--- src/rtl/arb_pkg.sv ---
// Shared types and constants for the two-requester result-path arbiter.
//   arb_state_t : output register occupancy (EMPTY / FULL)
//   ARB_REQS    : number of requesters sharing the output path
package arb_pkg;

    localparam int ARB_REQS = 2;

    typedef enum logic {
        ARB_EMPTY = 1'b0,
        ARB_FULL  = 1'b1
    } arb_state_t;

endpackage : arb_pkg

--- src/rtl/rr_arb_2.sv ---
// Combinational two-way grant selector.
//   in_valid [1:0] : request lines
//   last_gnt       : index granted by the most recent transfer
//   en             : a transfer may be accepted this cycle
//   gnt_idx        : selected requester (meaningful when any request is valid)
//   gnt_any        : a grant is issued this cycle (en & any request)
// Build option: define ARB_FIXED_PRIO_EN to make requester 0 win every tie;
// otherwise ties alternate away from last_gnt (round-robin).
module rr_arb_2
    import arb_pkg::*;
(
    input  logic [ARB_REQS-1:0] in_valid,
    input  logic                last_gnt,
    input  logic                en,
    output logic                gnt_idx,
    output logic                gnt_any
);

    // Grant index selection: a lone requester always wins, ties are resolved here.
    always_comb begin
        gnt_idx = 1'b0;
        case (in_valid)
            2'b01:   gnt_idx = 1'b0;
            2'b10:   gnt_idx = 1'b1;
`ifdef ARB_FIXED_PRIO_EN
            2'b11:   gnt_idx = 1'b0;
`else
            2'b11:   gnt_idx = ~last_gnt;
`endif
            default: gnt_idx = 1'b0;
        endcase
    end

    // A grant only goes out when the output register can take data.
    always_comb begin
        gnt_any = 1'b0;
        if (en) begin
            gnt_any = |in_valid;
        end else begin
            gnt_any = 1'b0;
        end
    end

endmodule : rr_arb_2

--- src/rtl/mux64_2x1_arbiter.sv ---
// Shares one WIDTH-bit result path between two requesters (e.g. ALU result vs.
// memory load) with valid/ready handshakes and a one-entry output register.
// Ports:
//   clk, reset_n         clock (rising edge), asynchronous active-low reset
//   in_valid [1:0]       requester i presents in_data[i]
//   in_data  [1:0]       requester data (unpacked array, WIDTH bits each)
//   in_ready [1:0]       requester i's data is taken this cycle (one-hot or zero)
//   out_valid            output register holds a transfer
//   out_data / out_src   registered winning data and the index that produced it
//   out_ready            consumer accepts out_data this cycle
// Build option: ARB_FIXED_PRIO_EN selects fixed priority (req 0 wins ties) in
// rr_arb_2; handshake, latency and states are the same in both builds.
module mux64_2x1_arbiter
    import arb_pkg::*;
#(
    parameter int unsigned WIDTH = 64
) (
    input  logic                clk,
    input  logic                reset_n,
    input  logic [ARB_REQS-1:0] in_valid,
    input  logic [WIDTH-1:0]    in_data [1:0],
    output logic [ARB_REQS-1:0] in_ready,
    output logic                out_valid,
    output logic [WIDTH-1:0]    out_data,
    output logic                out_src,
    input  logic                out_ready
);

    arb_state_t         state_r;
    arb_state_t         state_nxt_s;
    logic               last_gnt_r;
    logic [WIDTH-1:0]   out_data_r;
    logic               out_src_r;
    logic               can_load_s;
    logic               gnt_idx_s;
    logic               fire_s;
    logic [WIDTH-1:0]   sel_data_s;
    logic [ARB_REQS-1:0] in_ready_s;

    // Load is possible when the register is empty or being drained this cycle.
    // reset_n gates it so no requester sees a handshake while reset is held.
    always_comb begin
        can_load_s = 1'b0;
        if (reset_n) begin
            can_load_s = (state_r == ARB_EMPTY) | out_ready;
        end else begin
            can_load_s = 1'b0;
        end
    end

    rr_arb_2 u_rr_arb_2 (
        .in_valid (in_valid),
        .last_gnt (last_gnt_r),
        .en       (can_load_s),
        .gnt_idx  (gnt_idx_s),
        .gnt_any  (fire_s)
    );

    // Ready back to the granted requester only; never depends on in_data.
    always_comb begin
        in_ready_s = 2'b00;
        if (fire_s) begin
            in_ready_s[gnt_idx_s] = 1'b1;
        end else begin
            in_ready_s = 2'b00;
        end
    end

    // WIDTH-bit 2:1 data select driven by the grant index.
    always_comb begin
        sel_data_s = '0;
        if (gnt_idx_s) begin
            sel_data_s = in_data[1];
        end else begin
            sel_data_s = in_data[0];
        end
    end

    // Next-state logic for the output register occupancy.
    always_comb begin
        state_nxt_s = state_r;
        case (state_r)
            ARB_EMPTY: begin
                if (fire_s) begin
                    state_nxt_s = ARB_FULL;
                end else begin
                    state_nxt_s = ARB_EMPTY;
                end
            end
            ARB_FULL: begin
                if (fire_s) begin
                    state_nxt_s = ARB_FULL;
                end else if (out_ready) begin
                    state_nxt_s = ARB_EMPTY;
                end else begin
                    state_nxt_s = ARB_FULL;
                end
            end
            default: state_nxt_s = ARB_EMPTY;
        endcase
    end

    // State register.
    always_ff @(posedge clk or negedge reset_n) begin
        if (!reset_n) begin
            state_r <= ARB_EMPTY;
        end else begin
            state_r <= state_nxt_s;
        end
    end

    // Output register and grant history; last_gnt resets to 1 so req 0 wins the first tie.
    always_ff @(posedge clk or negedge reset_n) begin
        if (!reset_n) begin
            out_data_r <= '0;
            out_src_r  <= 1'b0;
            last_gnt_r <= 1'b1;
        end else if (fire_s) begin
            out_data_r <= sel_data_s;
            out_src_r  <= gnt_idx_s;
            last_gnt_r <= gnt_idx_s;
        end else begin
            out_data_r <= out_data_r;
            out_src_r  <= out_src_r;
            last_gnt_r <= last_gnt_r;
        end
    end

    assign in_ready  = in_ready_s;
    assign out_valid = (state_r == ARB_FULL);
    assign out_data  = out_data_r;
    assign out_src   = out_src_r;

endmodule : mux64_2x1_arbiter

--- config.mk ---
export PLATFORM = sky130hd
export DESIGN_NAME = mux64_2x1_arbiter
export DESIGN_NICKNAME = d
export VERILOG_FILES = /design/src/rtl/arb_pkg.sv /design/src/rtl/rr_arb_2.sv /design/src/rtl/mux64_2x1_arbiter.sv
export SDC_FILE = /design/constraint.sdc
export NUM_CORES = 1
export LEC_CHECK = 0
export ABC_AREA = 1
export CORE_MARGIN = 4
export CORE_UTILIZATION = 41
export DETAILED_ROUTE_END_ITERATION = 10
export PLACE_DENSITY = 0.86
export REMOVE_ABC_BUFFERS = 1
export SLEW_MARGIN = 20
export SYNTH_ARGS = -nofsm -noshare
export SYNTH_HDL_FRONTEND = slang
export SYNTH_SLANG_ARGS = --single-unit
--- constraint.sdc ---
create_clock -name clk -period 2.8 [get_ports clk]
set_clock_uncertainty 0.05 [all_clocks]
set_input_delay 0.56 -clock clk [delete_from_list [all_inputs] [get_ports clk]]
set_output_delay 0.56 -clock clk [all_outputs]
set_load 0.02 [all_outputs]
==> run summary, run 1 <==
Share of cells above drive strength 1 = 3.47%
Critical Path End = in_ready[0]
Yosys reg bits = 67
CTS resizes = 0
Fillers = 668
Hold Fails Final Rpt = 0
Number of library cell types mapped by synthesis = 12
Mean Syn Cell Area = 6.93 µm²
First DRT Iteration DRCs = 98
Min Clock Period, post-route = 2.67 ns
Post-synthesis xor/xnor area fraction = 0%
Clock tree buffer depth = 2
Cells after Synth = 505
CTS Buf Count = 9
R2R Path End = out_data[33]
H-Tree Depth = 3
F_max = 374 MHz
Peak supply drop = 273 µV
GRT Total Usage = 21.2%
Synthesized cell area = 3500 µm²
Largest area contributor in the netlist = dfrtp_1
Vias after detailed routing = 3804
Setup crit start = in_valid[0]
Pleak = 2.90 nW
Adder-cell share of the synthesized area = 0%
Largest net degree at the start of global routing = 68
Routed vias/inst = 4.77
Post-Synth Simple-Gate Area = 45.1%
Area grow syn2layout = 60.9%
Reg clk slew, reported paths = 0.07 ns
R2R depth = 7
Net Sw Frac = 33.0%
Clock sink count = 67
Non-filler cells, final = 797
Post-CTS Setup Bufs = 0
Die ar. = 10100 µm²
CP Capture Type = primary output
Status = finished clean
Root Driver = clkbuf_8
CTS tree = built
Switching pwr = 0.00103 W
First-pass GRT wire length = 17300 µm
Sequential power share = 39.4%
Hold WS = 0.417 ns
Core ar. = 8260 µm²
Sequential share of the synthesized area = 48.0%
TritonRoute pass-1 iters = 4
CTS Hold Bufs = 0
Most area-consuming cells after synthesis = dfrtp_1 47%, nand2_1 35%, nand3_1 9.2%, buf_2 3.3%, buf_6 1.9%
Power Dens Cells = 556 nW/µm²
Crit-path cells = clkdlybuf4s50_1 > nor2_1 > nor2_1 > nand2_2 > nor2_1 > clkdlybuf4s50_1
Unrepaired setup endpoints after global routing = false
Setup Viol. Count Final = 0
HP Class = primary input to async pin
Post-route cell area = 5630 µm²
Routed WL = 10600 µm
Internal power = 0.00210 W
Worst slew margin = 45.1%
Initial core utilization = 42.4%
Vias in the first global route = 3776
HPWL after detailed placement = 7640 µm
Cell Rows = 33
Top-area cell type share of the netlist area = 47.2%
WL per Instance = 13.3 µm
Post-synthesis mux area share = 0%
IO Pins = 201
Diodes inserted = 0
Synth Area in Compound Gates = 0.143%
FF-to-FF Start = last_gnt_r
Reg2reg setup slack = 1.09 ns
Remaining DRCs = 0
CP startpoint kind = primary input
Clock power share = 22.3%
Initial antenna violation count = 0
Largest family of logic cells by synthesized area = simple AND/OR/NAND/NOR gates
Tightest Pin Transition = 0.824 ns
Number of max-cap violations = 0
Syn. warnings = 0
Final nets = 820
Crit path largest cell delay = 0.62 ns
Final period utilization = 95.5%
Placed cells = 781
CP most frequent cell = nor2_1
Tot Pwr = 0.00313 W
Arrival @ worst endpoint = 2.06 ns
Critical Path RT = 2.19 ns
Fin util = 68.2%
WS Path Type = primary input to primary output
Number of port buffers = 200
Comb power frac = 38.3%
Post-DP Area = 5460 µm²
GRT overflow = 0
Chip width = 100 µm
GPL Wtd Cong = 0.863
Die height = 100 µm
Crit-path max FO = 3
Detail Route Antenna Nets = 0
CP max stage cell = clkdlybuf4s50_1
Clk Latency, worst-skew pair = 0.33 ns
Fin. max-slew vios = 0
power by group through the flow:
stage          Sequential, W  Clock (W)  Combinational (W)
3_5_place_dp         0.00125          0            0.00121
4_1_cts              0.00123   0.000719            0.00121
6_report             0.00123   0.000697            0.00120
5_1_grt              0.00125   0.000764            0.00131
2_1_floorplan        0.00146          0           0.000316
3_3_place_gp         0.00124          0            0.00119
per-stage QoR:
stage | setup TNS, ns | worst slack (ns)
2_1_floorplan | -38.23 | -1.22
3_3_place_gp | 0 | 0.142
3_5_place_dp | 0 | 0.0764
4_1_cts | 0 | 0.0749
5_1_grt | 0 | 0.0379
6_report | 0 | 0.127
worst max-delay path, delay by kind of cell:
family,cells,cell delay [ns]
buffers and inverters,2,1.12
and+or+nand+nor,4,0.38
synth_stat cells, drive strengths merged:
master	n
nor2	4
clkbuf	1
o21ai	1
nand3	64
dfrtp	66
dfstp	1
inv	4
buf	34
nand2	330
routing by layer:
metal  wire [µm]  track usage (%)
met1        4130             24.2
met2        5190             36.7
met3         987             5.84
met4         323             9.64
met5           0                0
sequential cells by signal (all words and copies together), names as in the netlist:
| register | flops |
|---|---|
| out_data | 64 |
| last_gnt_r | 1 |
| out_src | 1 |
| out_valid | 1 |
cells in the final DEF (no fill, tap or decap), drive strengths merged:
master         Yosys  routed
nand2            330     330
clkdlybuf4s50      0     197
dfrtp             66      66
nand3             64      64
clkbuf             1      16
buf               34       8
inv                4       4
nor2               4       4
o21ai              1       1
dfstp              1       1
dlymetal6s2s       0       1
final cells by class:
type | instances | area [µm²] | area share, %
clock buffers | 16 | 170 | 3.02
flip-flops and latches | 67 | 1680 | 29.8
well taps | 105 | 131 | 2.33
inverters | 4 | 15.0 | 0.267
multi-input cells | 399 | 1590 | 28.3
repair buffers | 206 | 2040 | 36.2
logic make-up (layout without fill, tap and decap cells):
| kind of cell | count (synthesis) | after routing |
|---|---|---|
| buffers and inverters | 39 | 226 |
| AO/OA/AOI/OAI | 1 | 1 |
| AND/OR/NAND/NOR | 398 | 398 |
| flip-flops | 67 | 67 |
worst min path at each step:
stage                   endpoint  slack [ns]  cells past startpoint
CTS                 out_data[20]        0.43                      2
detailed placement  out_data[17]        0.41                      2
finish              out_data[39]        0.42                      2
global placement    out_data[21]        0.41                      2
floorplan            out_data[0]        0.21                      0
global route        out_data[17]        0.45                      2
Note: power is estimated with default switching activity, not from simulation.
==> inputs of run 2 (changes only) <==
- CORE_UTILIZATION: 41 -> 43
- CTS_BUF_LIST: unset -> sky130_fd_sc_hd__clkbuf_2
- PLACE_DENSITY: 0.86 -> 0.89
==> run 2 against run 1 <==
  * Non-clock buffer count is the same
  * Cell count shrank 0.38%
  * Sequential share of layout area rose by 0.40 points
  * First-iteration DRC count grew 11%
  * Core utilization rose by 3.0 points
  * Critical endpoint is now in_ready[1]
  * Highest routed layer is now met5
==> run summary, run 2 (synthesis gave the netlist of run 1 again) <==
Share of cells above drive strength 1 = 3.90%
Largest net degree at the start of global routing = 68
Post-route cell area = 5550 µm²
GRT Total Usage = 23.4%
Tightest Pin Transition = 0.830 ns
Final nets = 820
CP most frequent cell = nand2_1
Routed WL = 11100 µm
Vias after detailed routing = 3842
Final period utilization = 96.2%
Fillers = 614
First-pass GRT wire length = 18300 µm
Vias in the first global route = 3837
Routed vias/inst = 4.84
Clk Latency, worst-skew pair = 0.47 ns
Crit-path cells = clkdlybuf4s50_1 > inv_1 > nand2_1 > nand2_1 > nor2_4 > nand2_1 > inv_1 > clkdlybuf4s50_1
Arrival @ worst endpoint = 2.08 ns
Setup Viol. Count Final = 0
Buf/Inv on CP = 4
R2R Path End = out_data[7]
Chip width = 98.2 µm
Sum of negative setup slack = 0 ns
CTS Hold Bufs = 0
CP startpoint kind = primary input
F_max = 371 MHz
Fin. max-slew vios = 0
Cell Rows = 32
Tot Pwr = 0.00297 W
WL per Instance = 14.0 µm
WS Path Type = primary input to primary output
Die height = 98.2 µm
Initial core utilization = 44.8%
HP Class = primary input to async pin
Reg2reg setup slack = 1.02 ns
Clock sink count = 67
FF-to-FF Start = last_gnt_r
Reg clk slew, reported paths = 0.18 ns
Diodes inserted = 0
First DRT Iteration DRCs = 109
Peak supply drop = 264 µV
H-Tree Depth = 3
CTS resizes = 0
CTS Buf Count = 9
Critical Path RT = 2.19 ns
Crit-path max FO = 3
Max reg flops = 64
Status = finished clean
GRT overflow = 0
Root Driver = clkbuf_2
Most frequent cells in the layout = 327 x nand2_1, 198 x clkdlybuf4s50_1, 66 x dfrtp_1
Unrepaired setup endpoints after global routing = false
Clock tree buffer depth = 2
Post-CTS Setup Bufs = 0
Hold Fails Final Rpt = 0
CTS tree = built
GPL Wtd Cong = 0.822
Worst slew margin = 44.7%
IO Pins = 201
HPWL after detailed placement = 7950 µm
Most common cell after layout, fill and taps aside = nand2_1
Remaining DRCs = 0
Die ar. = 9640 µm²
R2R depth = 7
Core ar. = 7810 µm²
Power Dens Cells = 534 nW/µm²
Worst path top cell family by delay = buffers and inverters
Crit path largest cell delay = 0.60 ns
Number of port buffers = 200
CP Capture Type = primary output
Initial antenna violation count = 2
Pleak = 2.87 nW
CP max stage cell = clkdlybuf4s50_1
Number of max-cap violations = 0
Min Clock Period, post-route = 2.69 ns
Detail Route Antenna Nets = 0
Fin util = 71.1%
Post-DP Area = 5450 µm²
Area grow syn2layout = 58.8%
TritonRoute pass-1 iters = 4
-- run 2: cell count changes in the layout (fill, tap and decap cells not counted) --
cell and delta:
bufinv_16 +1, clkbuf_1 -5, clkbuf_2 +12, clkbuf_8 -11, clkdlybuf4s50_1 +1, clkinv_1 +2, clkinv_2 +1, dlymetal6s2s_1 -1
-- run 2: metal layers --
layer  GRT usage, %  vias up  wire length [µm]
met5              0        -                34
met4           8.51        4               316
met3           7.57       29              1000
met2           40.7      163              5410
met1           26.8     1725              4360
li1               -     1921                 -
-- run 2: worst register-to-register path, stage by stage (launching register included) --
cell and delay [ns]:
dfstp_2 0.57, nand2_2 0.07, nand2_2 0.07, buf_4 0.54
nand2_1 0.16, nand2_1 0.09, nand2_1 0.06, nand2_1 0.10
-- run 2: area by class of cell --
type | count | area, µm² | share of cell area (%)
repair buffers | 206 | 2040 | 36.7
flip-flops and latches | 67 | 1680 | 30.2
multi-input cells | 399 | 1590 | 28.7
well taps | 102 | 128 | 2.30
clock buffers | 12 | 60.1 | 1.08
clock inverters | 4 | 42.5 | 0.766
inverters | 4 | 15.0 | 0.270
-- run 2: through the flow --
step / cells / hold WS [ns] / setup slack [ns]
floorplan: 470 / 0.214 / -1.22
global placement: 778 / 0.411 / 0.133
detailed placement: 778 / 0.414 / 0.112
CTS: 794 / 0.249 / 0.105
global route: 794 / 0.265 / 0.0141
finish: 794 / 0.247 / 0.107
-- run 2: worst max path at each step --
stage	startpoint	slack [ns]	to	cells after the start
4_1_cts	in_valid[0]	0.10	in_ready[0]	6
2_1_floorplan	in_valid[0]	-1.22	in_ready[1]	5
5_1_grt	out_ready	0.01	in_ready[1]	8
6_report	out_ready	0.11	in_ready[1]	8
3_3_place_gp	out_ready	0.13	in_ready[1]	8
3_5_place_dp	out_ready	0.11	in_ready[1]	8
-- run 2: where the power goes --
part           internal, W  leakage [nW]  switching, W
logic             0.000582          1.96      0.000626
registers          0.00114         0.837     0.0000935
clock network     0.000211        0.0710      0.000317
